## src/rtl/tick_generator_pkg.sv

```systemverilog
// Shared constants and types for the multi-channel tick generator.
// Optional feature macro: TICK_GEN_COUNT_EN (adds per-channel 8-bit tick counters).
package tick_generator_pkg;

   typedef enum logic {
      MODE_PERIODIC = 1'b0,
      MODE_ONESHOT  = 1'b1
   } mode_e;

   localparam int unsigned DIV_60HZ            = 833333;
   localparam int unsigned WIDTH_DEFAULT       = 20;
   localparam int unsigned NUM_CH_DEFAULT      = 4;
   localparam int unsigned DEFAULT_DIV_DEFAULT = DIV_60HZ;
   localparam int unsigned COUNT_W             = 8;

endpackage

```

## src/rtl/tick_channel.sv

```systemverilog
// One independent tick channel: divisor, down-counter, mode, armed flag and tick register.
// Optional feature macro: TICK_GEN_COUNT_EN (adds an 8-bit wrapping tick counter).
module tick_channel
   import tick_generator_pkg::*;
#(
   parameter int unsigned WIDTH       = WIDTH_DEFAULT,
   parameter int unsigned DEFAULT_DIV = DEFAULT_DIV_DEFAULT
) (
   input  logic             clock,
   input  logic             reset_n,
   input  logic             load,
   input  logic [WIDTH-1:0] load_div,
   input  logic             load_oneshot,
   input  logic             enable,
   output logic             tick,
   output logic             armed
`ifdef TICK_GEN_COUNT_EN
   ,
   output logic [COUNT_W-1:0] count
`endif
);

   logic [WIDTH-1:0] div, div_nxt;
   logic [WIDTH-1:0] q, q_nxt;
   logic [WIDTH-1:0] load_val;
   mode_e            mode, mode_nxt;
   logic             armed_nxt;
   logic             tick_nxt;

   // A zero divisor would never terminate, so it behaves as divide-by-one.
   assign load_val = (load_div == '0) ? WIDTH'(1) : load_div;

   // Next-state: load overrides counting, including a coincident terminal count.
   always_comb begin
      div_nxt   = div;
      q_nxt     = q;
      mode_nxt  = mode;
      armed_nxt = armed;
      tick_nxt  = 1'b0;
      if (load) begin
         div_nxt   = load_val;
         q_nxt     = load_val - WIDTH'(1);
         mode_nxt  = mode_e'(load_oneshot);
         armed_nxt = 1'b1;
      end else if (armed && enable) begin
         if (q != '0) begin
            q_nxt = q - WIDTH'(1);
         end else begin
            tick_nxt = 1'b1;
            if (mode == MODE_ONESHOT) begin
               armed_nxt = 1'b0;
            end else begin
               q_nxt = div - WIDTH'(1);
            end
         end
      end
   end

   always_ff @(posedge clock) begin
      if (!reset_n) begin
         div   <= WIDTH'(DEFAULT_DIV);
         q     <= WIDTH'(DEFAULT_DIV - 1);
         mode  <= MODE_PERIODIC;
         armed <= 1'b1;
         tick  <= 1'b0;
      end else begin
         div   <= div_nxt;
         q     <= q_nxt;
         mode  <= mode_nxt;
         armed <= armed_nxt;
         tick  <= tick_nxt;
      end
   end

`ifdef TICK_GEN_COUNT_EN
   logic [COUNT_W-1:0] count_nxt;

   // Counts cycles with tick high; wraps naturally at 8 bits.
   always_comb begin
      count_nxt = count;
      if (load) begin
         count_nxt = '0;
      end else if (tick) begin
         count_nxt = count + COUNT_W'(1);
      end
   end

   always_ff @(posedge clock) begin
      if (!reset_n) begin
         count <= '0;
      end else begin
         count <= count_nxt;
      end
   end
`endif

endmodule

```

## src/rtl/tick_generator.sv

```systemverilog
// Multi-channel runtime-programmable clock-enable generator built from tick_channel instances.
// Optional feature macro: TICK_GEN_COUNT_EN (adds the tick_count output).
module tick_generator
   import tick_generator_pkg::*;
#(
   parameter int unsigned WIDTH       = WIDTH_DEFAULT,
   parameter int unsigned NUM_CH      = NUM_CH_DEFAULT,
   parameter int unsigned DEFAULT_DIV = DEFAULT_DIV_DEFAULT
) (
   input  logic              clock,
   input  logic              reset_n,
   input  logic [NUM_CH-1:0] load,
   input  logic [WIDTH-1:0]  load_div,
   input  logic              load_oneshot,
   input  logic [NUM_CH-1:0] enable,
   output logic [NUM_CH-1:0] tick,
   output logic [NUM_CH-1:0] busy
`ifdef TICK_GEN_COUNT_EN
   ,
   output logic [NUM_CH*COUNT_W-1:0] tick_count
`endif
);

   logic [NUM_CH-1:0] armed;

   // busy tracks enable combinationally so a paused channel reads idle immediately.
   assign busy = armed & enable;

   for (genvar i = 0; i < NUM_CH; i++) begin : g_ch
      tick_channel #(
         .WIDTH       (WIDTH),
         .DEFAULT_DIV (DEFAULT_DIV)
      ) u_ch (
         .clock        (clock),
         .reset_n      (reset_n),
         .load         (load[i]),
         .load_div     (load_div),
         .load_oneshot (load_oneshot),
         .enable       (enable[i]),
         .tick         (tick[i]),
         .armed        (armed[i])
`ifdef TICK_GEN_COUNT_EN
         ,
         .count        (tick_count[i*COUNT_W +: COUNT_W])
`endif
      );
   end

endmodule

```

## config.mk

```make
export PLATFORM = sky130hd
export DESIGN_NAME = tick_generator
export DESIGN_NICKNAME = d
export VERILOG_FILES = /design/src/rtl/tick_generator_pkg.sv /design/src/rtl/tick_channel.sv /design/src/rtl/tick_generator.sv
export SDC_FILE = /design/constraint.sdc
export NUM_CORES = 1
export LEC_CHECK = 0
export CAP_MARGIN = 15
export CORE_MARGIN = 5
export CORE_UTILIZATION = 35
export DETAILED_ROUTE_END_ITERATION = 8
export GPL_TIMING_DRIVEN = 1
export PLACE_DENSITY = 0.53
export SLEW_MARGIN = 5
export SYNTH_ARGS = -nofsm -noshare
export SYNTH_HDL_FRONTEND = slang
export SYNTH_SLANG_ARGS = --single-unit
```

## constraint.sdc

```tcl
create_clock -name clock -period 4.11 [get_ports clock]
set_clock_uncertainty 0.15 [all_clocks]
set_input_delay 0.822 -clock clock [delete_from_list [all_inputs] [get_ports clock]]
set_output_delay 0.822 -clock clock [all_outputs]
set_load 0.01 [all_outputs]
```

### Yosys cells after proc, flatten, opt, wreduce, memory -nomap -nowiden

Index checks and enable logic that the tools add are counted.

| word-level totals | value |
|---|---|
| input bits | 31 |
| output and inout port bits | 8 |
| word-level logic and storage cells | 93 |
| register bits after elaboration | 172 |

| operators by class | value |
|---|---|
| add/subtract/negate cells | 9 |
| reduce and logical (&&, ||, !) cells | 29 |
| bitwise gates (word level) | 10 |
| eq/ne operators | 4 |
| muxes and demuxes | 21 |

Operators by type and width:

| kind | number |
|---|---|
| 2-to-1 mux 20 bit | 17 |
| subtractor 20 x 1 -> 20 bit (second input constant) | 9 |
| nonzero test 20 bit | 4 |
| zero test 20 bit | 1 |
| inequality test 3 bit (second input constant) | 4 |
| AND reduction 3 bit | 4 |
| OR reduction 3 bit | 4 |
| inverter 1 bit | 9 |
| AND reduction 2 bit | 4 |
| nonzero test 2 bit | 4 |
| OR reduction 2 bit | 4 |
| bitwise AND 4 bit | 1 |
| logical AND 1 bit | 4 |
| 2-to-1 mux 1 bit | 4 |

### Longest topological paths before layout

Gate-level depths: netlist of the first run.

| logic depth | value |
|---|---|
| depth after elaboration | 5 |
| gate-level depth with buffers | 15 |
| gate-level depth less buffers | 12 |

### Hierarchy

Synthesis of the first run repeated with hierarchy kept, for this count alone.

| unflattened totals | value |
|---|---|
| cell total of the unflattened synthesis | 1284 |
| area total of the unflattened synthesis | 10264.8 sq um |

By module, submodules not included:

| module | area each (sq um) | cells each | times used | sequential area each (sq um) |
|---|---|---|---|---|
| tick_channel | 2560.0 | 320 | 4 | 860.8 |
| tick_generator | 25.0 | 4 | 1 | 0.0 |

### Worst setup path after synthesis of the first run

No wires, ideal clock.

| path | value |
|---|---|
| path kind | input port to flip-flop |
| from | input load_div[11] |
| to | register g_ch[0].u_ch.q[16] |
| stages | 14 |
| slack | 0.060 ns |
| buffers on the path | 2 |
| arrival time | 3.778 ns |
| setup time | 0.122 ns |
| data required time | 3.838 ns |
| cell sequence | buf_2 > or4_1 > or3_1 > nor2_1 > a21oi_1 > ha_1 > or3b_2 > clkbuf_1 > nor3_1 > nand2_1 > xor2_1 > o22ai_1 > and2_1 > a311o_1 |

| between the ends | value |
|---|---|
| longest elaborated chain between the ends | 4 |

Ends and longest elaborated chain:

| element | line | source |
|---|---|---|
| from (decl) | tick_generator.sv:13 | `input logic [WIDTH-1:0] load_div,` |
| zero test 20 bit | tick_channel.sv:31 | `assign load_val = (load_div == '0) ? WIDTH'(1) : load_div;` |
| 2-to-1 mux 20 bit (*) | tick_channel.sv:31 |  |
| subtractor 20 x 1 -> 20 bit (*) | tick_channel.sv:42 | `q_nxt = load_val - WIDTH'(1);` |
| 2-to-1 mux 20 bit (*) | tick_channel.sv:40 | `if (load) begin` |
| to (signal assigned) | tick_channel.sv:62 | `q <= WIDTH'(DEFAULT_DIV - 1);` |
| to (signal assigned) | tick_channel.sv:68 | `q <= q_nxt;` |
| to (decl) | tick_channel.sv:24 | `logic [WIDTH-1:0] q, q_nxt;` |

Mark *: on every way between the ends. The rest lies on a longest branch, timed or not.
A chain may end at the register's enable or synchronous reset.

### Final worst setup path of the first run

| path | value |
|---|---|
| from | input load_div[15] |
| to | register g_ch[1].u_ch.q[6] |

| between the ends | value |
|---|---|
| longest elaborated chain between the ends | 4 |

Ends and longest elaborated chain:

| element | line |
|---|---|
| zero test 20 bit | tick_channel.sv:31 |
| 2-to-1 mux 20 bit | tick_channel.sv:31 |
| subtractor 20 x 1 -> 20 bit | tick_channel.sv:42 |
| 2-to-1 mux 20 bit | tick_channel.sv:40 |
| to (signal assigned) | tick_channel.sv:62 |
| to (signal assigned) | tick_channel.sv:68 |
| to (decl) | tick_channel.sv:24 |

No other way between the ends.

==> results.json, run 1 <==
{
  "postSynthAreaPerCell_um2": 7.834,
  "fraction_of_layout_cells_with_a_size_suffix_above_1": 0.1142,
  "routed_wirelength_um": 39320,
  "post-layout-total-power_w": 0.004183,
  "placed_area_um2": 11540,
  "count_of_port_buffers_added_during_placement": 38,
  "critical_path.startpoint": "load_div[15]",
  "netlist.area_leader.share": 0.3275,
  "drt_pass1_iterations": 6,
  "min_period_over_period": 0.9391,
  "tightestPinTransition_ps": 983.4,
  "rsz0062_at_grt": "no",
  "ys_async_sr_fraction": 0,
  "power.ir.vdd_worst_mv": 0.2897,
  "cts-root-to-sink-buffers": 2,
  "timing.max_cap.violations": 0,
  "worst_setup_hold_path_clk_slew_ps": 70,
  "criticalPathCategory": "in2reg",
  "tritoncts_clock_tree": "built",
  "synth_cells": 1342,
  "status": "completed",
  "globalplace.congestion": 0.8978,
  "clock_tree.htree_level_count": 4,
  "initial_core_util": 0.3547,
  "yosysWarnings": 0,
  "cts-buffers-inserted": 17,
  "cts_num_sinks": 172,
  "chipHeight_um": 183.3,
  "std_cell_rows": 63,
  "drt_iter0_markers": 1108,
  "die_outline_area_um2": 33610,
  "yosys_register_bits": 172,
  "postRouteAntennaNets": 0,
  "yosys.area.top_type": "dfxtp_1",
  "synth_flop_cell": "dfxtp_1",
  "route.vias.total": 10770,
  "timing.fmax_mhz": 259.1,
  "slew_violations": 0,
  "cts-resized-gates": 0,
  "num_antenna_cells": 0,
  "ys_top_cells_by_area": "dfxtp_1, mux2i_1, nand2_1",
  "pre_cts_ws_ps": -137.3,
  "remaining_routing_drc_violations": 0,
  "setup_slack_ps": 250.4,
  "core_area_um2": 29640,
  "startpoint_of_the_worst_hold_path": "g_ch[0].u_ch.armed",
  "worst_slew_margin_rel": 0.3444,
  "seq_area_frac_synth": 0.3275,
  "path_max_fanout": 5,
  "static-leakage-power_nw": 4.422,
  "detail_route.vias_per_cell": 6.012,
  "cellPowerDensity_nw_per_um2": 345.3,
  "synth_enable_flop_cells": 0,
  "hold_path_class": "reg2reg",
  "count_of_distinct_cell_types_in_the_synthesized_netlist": 93,
  "report.final.setup_viol": 0,
  "final_instance_area_um2": 12110,
  "layout_min_cycle_time_ps": 3860,
  "timing_hold_violations_final": 0,
  "hpwlAfterDp_um": 27380,
  "clock_tree.root_cell": "clkbuf_16",
  "grt_overflow_total": 0,
  "grt_util_all_layers": 0.2275,
  "grt_max_degree": 54,
  "grt_first_pass_wirelength_um": 59390,
  "vias_in_the_first_global_route": 9757,
  "hold_buffers": 0,
  "io_pins": 39,
  "worstPathRequired_ps": 4290,
  "critical_path.startpoint_type": "input pin",
  "routed_wire_length_per_instance_um": 21.95,
  "insertion_delay_ps": 450,
  "area_growth_pct": 15.22,
  "antenna_found_initial": 1,
  "layout.nets": 1424,
  "r2r_start": "g_ch[2].u_ch.q[10]",
  "chipWidth_um": 183.3,
  "setup_fix_bufs_post_cts": 0,
  "worst_ep_arrival_time_ps": 4040,
  "crit_path_end_kind": "flip-flop",
  "syn-num-nets": 1378,
  "synth_area_um2": 10510
}
-- power breakdown --
group	switching, W	internal [W]	total, W	leakage [nW]
Sequential	0.000141	0.00177	0.00192	1.43
Combinational	0.000382	0.000259	0.000641	2.71
Clock	0.000817	0.000809	0.00163	0.283
-- per-layer routing --
metal | track usage | vias to the layer above | routed length, µm
met5 | 0 | - | 27
met4 | 0.06824 | 4 | 1180
met3 | 0.04244 | 74 | 2455
met2 | 0.3543 | 384 | 17450
met1 | 0.3210 | 5179 | 18200
li1 | - | 5127 | -
-- worst max-delay path, cell delays in order --
cell	delay [ps]
clkdlybuf4s50_1	530
or4_1	630
or3_1	360
nor2_1	170
a21oi_1	110
ha_1	250
or3b_2	210
buf_4	130
or3_1	110
xor2_1	310
buf_4	180
nand2_1	60
o311a_1	150
-- per-stage QoR --
step | utilization | setup TNS [ps] | hold WS [ps] | std cells
3_3_place_gp | 0.3895 | -246.8 | 327.7 | 1759
2_1_floorplan | - | 0 | 292.0 | 1342
3_5_place_dp | 0.3895 | -1552 | 332.6 | 1759
4_1_cts | 0.4087 | 0 | 348.2 | 1791
5_1_grt | 0.4087 | 0 | 368.3 | 1791
6_report | 0.4087 | 0 | 344.6 | 1791
-- placed cells by master (no fill, tap or decap), types with 7 or more instances in the layout --
cell type | synthesis | final
mux2i_1 | 91 | 91
o22ai_1 | 8 | 8
buf_4 | 11 | 80
nor2_1 | 147 | 146
nor4_1 | 30 | 30
or4_1 | 24 | 24
and3_1 | 9 | 9
xor2_1 | 12 | 12
a2111oi_0 | 7 | 7
o21ai_1 | 8 | 8
a31oi_1 | 25 | 25
o211ai_1 | 16 | 16
a22oi_1 | 11 | 11
a211o_1 | 11 | 11
or2_2 | 7 | 7
inv_1 | 19 | 18
dfxtp_1 | 172 | 172
a21oi_1 | 105 | 104
o311ai_0 | 8 | 8
a221oi_1 | 7 | 7
and2_1 | 8 | 8
a21o_1 | 9 | 9
o21ai_0 | 59 | 59
nand2b_1 | 12 | 12
nand3_1 | 31 | 31
or3_1 | 39 | 39
nand2_1 | 155 | 155
a211oi_1 | 13 | 13
clkbuf_16 | 0 | 17
clkdlybuf4s50_1 | 0 | 33
xnor2_1 | 8 | 8
nand4_1 | 8 | 8
nor3_1 | 47 | 47
o221ai_1 | 9 | 9
o31ai_1 | 13 | 13
-- final timing paths --
check / end / slack [ps] / cells past startpoint
worst max-delay path: g_ch[1].u_ch.q[6] / 250 / 13
worst min-delay path: g_ch[0].u_ch.armed / 340 / 2
worst max register to register: g_ch[2].u_ch.q[12] / 260 / 12
worst min register to register: g_ch[0].u_ch.armed / 340 / 2
-- flip-flops by register name, indices dropped and copies added (netlist names) --
name,flops
g_ch.u_ch.armed,4
g_ch.u_ch.div,80
g_ch.u_ch.mode,4
g_ch.u_ch.q,80
g_ch.u_ch.tick,4
-- cells by family after synthesis --
kind of cell	count (synthesis)	share of synthesized area
xor+xnor	21	0.01821
mux	96	0.09199
compound gates	386	0.2485
flops	172	0.3275
fa+ha+maj	5	0.005950
simple gates	553	0.2617
buf+inv	109	0.04617
-- Yosys cell counts (all sizes together), types with 14 or more instances --
cell and instances:
nor3 51, nor2 148, nor4 32, o21ai 67, or3 40, a21oi 106
o31ai 14, a31oi 25, clkbuf 51, or4 27, nand2 155, mux2i 91
nand3 31, inv 19, o211ai 16, dfxtp 172, buf 39
-- final cells by class --
| cell class | count | area (µm²) |
|---|---|---|
| clock inverter | 15 | 143.9 |
| inverter | 19 | 71.32 |
| fill | 3117 | 17520 |
| tap | 390 | 488.0 |
| clock buffer | 17 | 425.4 |
| timing repair buffer | 117 | 950.9 |
| sequential | 172 | 3443 |
| multi-input combinational | 1061 | 6591 |
(Power assumes the default switching activity.)
==> inputs of run 2 (changes only) <==
--- a/config.mk
+++ b/config.mk
@@ -15,3 +15,4 @@
 export SYNTH_ARGS = -nofsm -noshare
 export SYNTH_HDL_FRONTEND = slang
 export SYNTH_SLANG_ARGS = --single-unit
+export TNS_END_PERCENT = 1
==> results of run 2 <==
Final layout, timing and power as in run 1 (identical DEF).
==> inputs of run 3 (changes only) <==
--- a/config.mk
+++ b/config.mk
@@ -5,12 +5,13 @@
 export SDC_FILE = /design/constraint.sdc
 export NUM_CORES = 1
 export LEC_CHECK = 0
+export ABC_AREA = 1
 export CAP_MARGIN = 15
 export CORE_MARGIN = 5
 export CORE_UTILIZATION = 35
 export DETAILED_ROUTE_END_ITERATION = 8
 export GPL_TIMING_DRIVEN = 1
-export PLACE_DENSITY = 0.53
+export PLACE_DENSITY = 0.52
 export SLEW_MARGIN = 5
 export SYNTH_ARGS = -nofsm -noshare
 export SYNTH_HDL_FRONTEND = slang
==> constraint.sdc (replaced) <==
create_clock -name clock -period 4.4 [get_ports clock]
set_clock_uncertainty 0.15 [all_clocks]
set_input_delay 0.88 -clock clock [delete_from_list [all_inputs] [get_ports clock]]
set_output_delay 0.88 -clock clock [all_outputs]
set_load 0.01 [all_outputs]
==> results.json, run 3 <==
{
  "status": "completed",
  "layout.nets": 1560,
  "layout_min_cycle_time_ps": 3689,
  "tritoncts_clock_tree": "built",
  "detail_route.vias_per_cell": 5.272,
  "postSynthAreaPerCell_um2": 6.696,
  "netlist.area_leader.share": 0.3472,
  "timing_hold_violations_final": 0,
  "std_cell_rows": 61,
  "grt_util_all_layers": 0.2479,
  "cts-root-to-sink-buffers": 2,
  "clock_tree.htree_level_count": 4,
  "static-leakage-power_nw": 4.985,
  "hpwlAfterDp_um": 28100,
  "die_outline_area_um2": 31800,
  "yosys_register_bits": 172,
  "post-synth-top-count-cell": "nand2_1",
  "synth_top_cells_by_count": "nand2_1, inv_1, nor2_1",
  "net-switching-power_w": 0.001249,
  "critical_path.startpoint_type": "input pin",
  "p_int_w": 0.002807,
  "routed_wirelength_um": 39120,
  "mostFrequentLayoutCells": "nand2_1, inv_1, nor2_1",
  "min_period_over_period": 0.8384,
  "synth_flop_cell": "dfxtp_1",
  "antenna_found_initial": 0,
  "ys_async_sr_fraction": 0,
  "seq_area_frac_synth": 0.3472,
  "crit_path_end_kind": "flip-flop",
  "synth_cells": 1481,
  "fraction_of_layout_cells_with_a_size_suffix_above_1": 0.08653,
  "synth_enable_flop_cells": 0,
  "power.ir.vdd_worst_mv": 0.2260,
  "initial_core_util": 0.3560,
  "chipWidth_um": 178.3,
  "rsz0062_at_grt": "no",
  "count_of_port_buffers_added_during_placement": 38,
  "cts-resized-gates": 0,
  "setup-tns-final_ps": 0,
  "hold_path_class": "reg2reg",
  "layout.cells.most_common": "nand2_1",
  "whs_path_depth": 1,
  "globalplace.congestion": 0.9543,
  "worst_ep_arrival_time_ps": 3910,
  "fillerInstances": 3000,
  "drt_pass1_iterations": 5,
  "worst_setup_hold_path_clk_slew_ps": 70,
  "sequentialPowerShare": 0.424,
  "routed_wire_length_per_instance_um": 20.43,
  "slew_violations": 0,
  "worst_slew_margin_rel": 0.3792,
  "syn-num-nets": 1517,
  "reg.largest.list": "g_ch.u_ch.div x80, g_ch.u_ch.q x80",
  "cts-buffers-inserted": 17,
  "timing.reg2reg.worst_path_depth": 15,
  "count_of_distinct_cell_types_in_the_synthesized_netlist": 47,
  "drt_iter0_markers": 853,
  "yosysWarnings": 0,
  "synth_area_um2": 9917,
  "core_area_um2": 27860,
  "report.final.setup_viol": 0,
  "tightestPinTransition_ps": 927.7,
  "timing.fmax_mhz": 271.1,
  "postRouteAntennaNets": 0,
  "path_max_fanout": 5,
  "chipHeight_um": 178.3,
  "worstPathRequired_ps": 4620,
  "route.vias.total": 10100,
  "hold_buffers": 0,
  "share_comb_of_total_power": 0.176,
  "instances_no_fill": 1915,
  "timing.max_cap.violations": 0,
  "area_growth_pct": 14.69,
  "grt_overflow_total": 0,
  "clock_tree.root_cell": "clkbuf_16",
  "io_pins": 39,
  "vias_in_the_first_global_route": 9809,
  "criticalPathCategory": "in2reg",
  "insertion_delay_ps": 450,
  "worstPathCellList": "clkdlybuf4s50_1 > nor2_1 > nand2_1 > nor2_1 > nand4_1 > nand2_1 > inv_1 > ha_1 > nand3_1 > nor2_1 > nand2_1 > nor2_1 > nand2_1 > xor2_1 > a221oi_1 > o21ai_0",
  "setup_fix_bufs_post_cts": 0,
  "cellPowerDensity_nw_per_um2": 356.7,
  "remaining_routing_drc_violations": 0,
  "yosys.area.top_type": "dfxtp_1",
  "num_antenna_cells": 0,
  "portion_of_total_power_attributed_to_the_clock_network": 0.400,
  "netSwitchingFraction": 0.3080,
  "slowest_delay_ps": 610,
  "hold_slack_ps": 283.1,
  "post-place-cells": 1883,
  "ys_top_cells_by_area": "dfxtp_1, nand2_1, inv_1",
  "grt_first_pass_wirelength_um": 58920,
  "grt_max_degree": 43,
  "worst_path_max_delay_cell": "clkdlybuf4s50_1",
  "cts_num_sinks": 172
}
## run 3: path summary, 6_finish.rpt
check,startpoint,end,slack [ps]
setup / recovery,load_div[6],g_ch[3].u_ch.q[12],710
hold / removal,g_ch[0].u_ch.mode,g_ch[0].u_ch.armed,280
setup reg to reg,g_ch[2].u_ch.q[13],g_ch[2].u_ch.q[18],1210
hold reg to reg,g_ch[0].u_ch.mode,g_ch[0].u_ch.armed,280
## run 3: stage by stage
step / setup slack, ps / total power [W] / util / instance area (µm²)
floorplan: 1404 / 0.002190 / - / 9917
global route: 514.9 / 0.004212 / 0.4083 / 11370
CTS: 822.5 / 0.004064 / 0.4083 / 11370
finish: 711.2 / 0.004057 / 0.4083 / 11370
global placement: 455.1 / 0.002452 / 0.3864 / 10770
detailed placement: 364.0 / 0.002453 / 0.3864 / 10770
## run 3: critical path, delay by kind of cell
kind | cells | cell delay [ps]
AO/OA/AOI/OAI | 2 | 300
XOR/XNOR | 1 | 540
adder cells (fa/ha/maj) | 1 | 210
buffers and inverters | 2 | 780
AND/OR/NAND/NOR | 10 | 1200
## run 3: cell families (layout without fill, tap and decap cells)
family | after synthesis | count (layout) | synth area share
AOI/OAI and AO/OA | 300 | 300 | 0.1958
xor gates and xnor gates | 40 | 40 | 0.03533
adders and majority gates | 5 | 5 | 0.006308
buffers and inverters | 294 | 350 | 0.1186
DFF | 172 | 172 | 0.3472
and+or+nand+nor | 670 | 670 | 0.2967
## run 3: area by class of cell
type,count,area [µm²],area share
Clock buffer,19,442.9,0.03894
Inverter,248,930.9,0.08185
Clock inverter,13,165.2,0.01452
Sequential cell,172,3443,0.3028
Timing Repair Buffer,70,620.6,0.05457
Multi-Input combinational cell,1015,5298,0.4658
Tap cell,378,473.0,0.04158
## run 3: layer usage
| layer | vias up | track usage | part of all wire |
|---|---|---|---|
| met5 | - | 0 | 0 |
| met4 | 0 | 0.1094 | 0.045 |
| met3 | 78 | 0.04536 | 0.066 |
| met2 | 336 | 0.3919 | 0.44 |
| met1 | 4773 | 0.3305 | 0.44 |
| li1 | 4909 | - | - |
## run 3: power groups by stage
stage                     logic [W]  clock network (W)  registers (W)
after floorplan            0.000453                  0        0.00174
final                      0.000714            0.00162        0.00172
after CTS                  0.000704            0.00164        0.00172
after global routing       0.000781            0.00170        0.00173
after detailed placement   0.000700                  0        0.00175
after global placement     0.000700                  0        0.00175
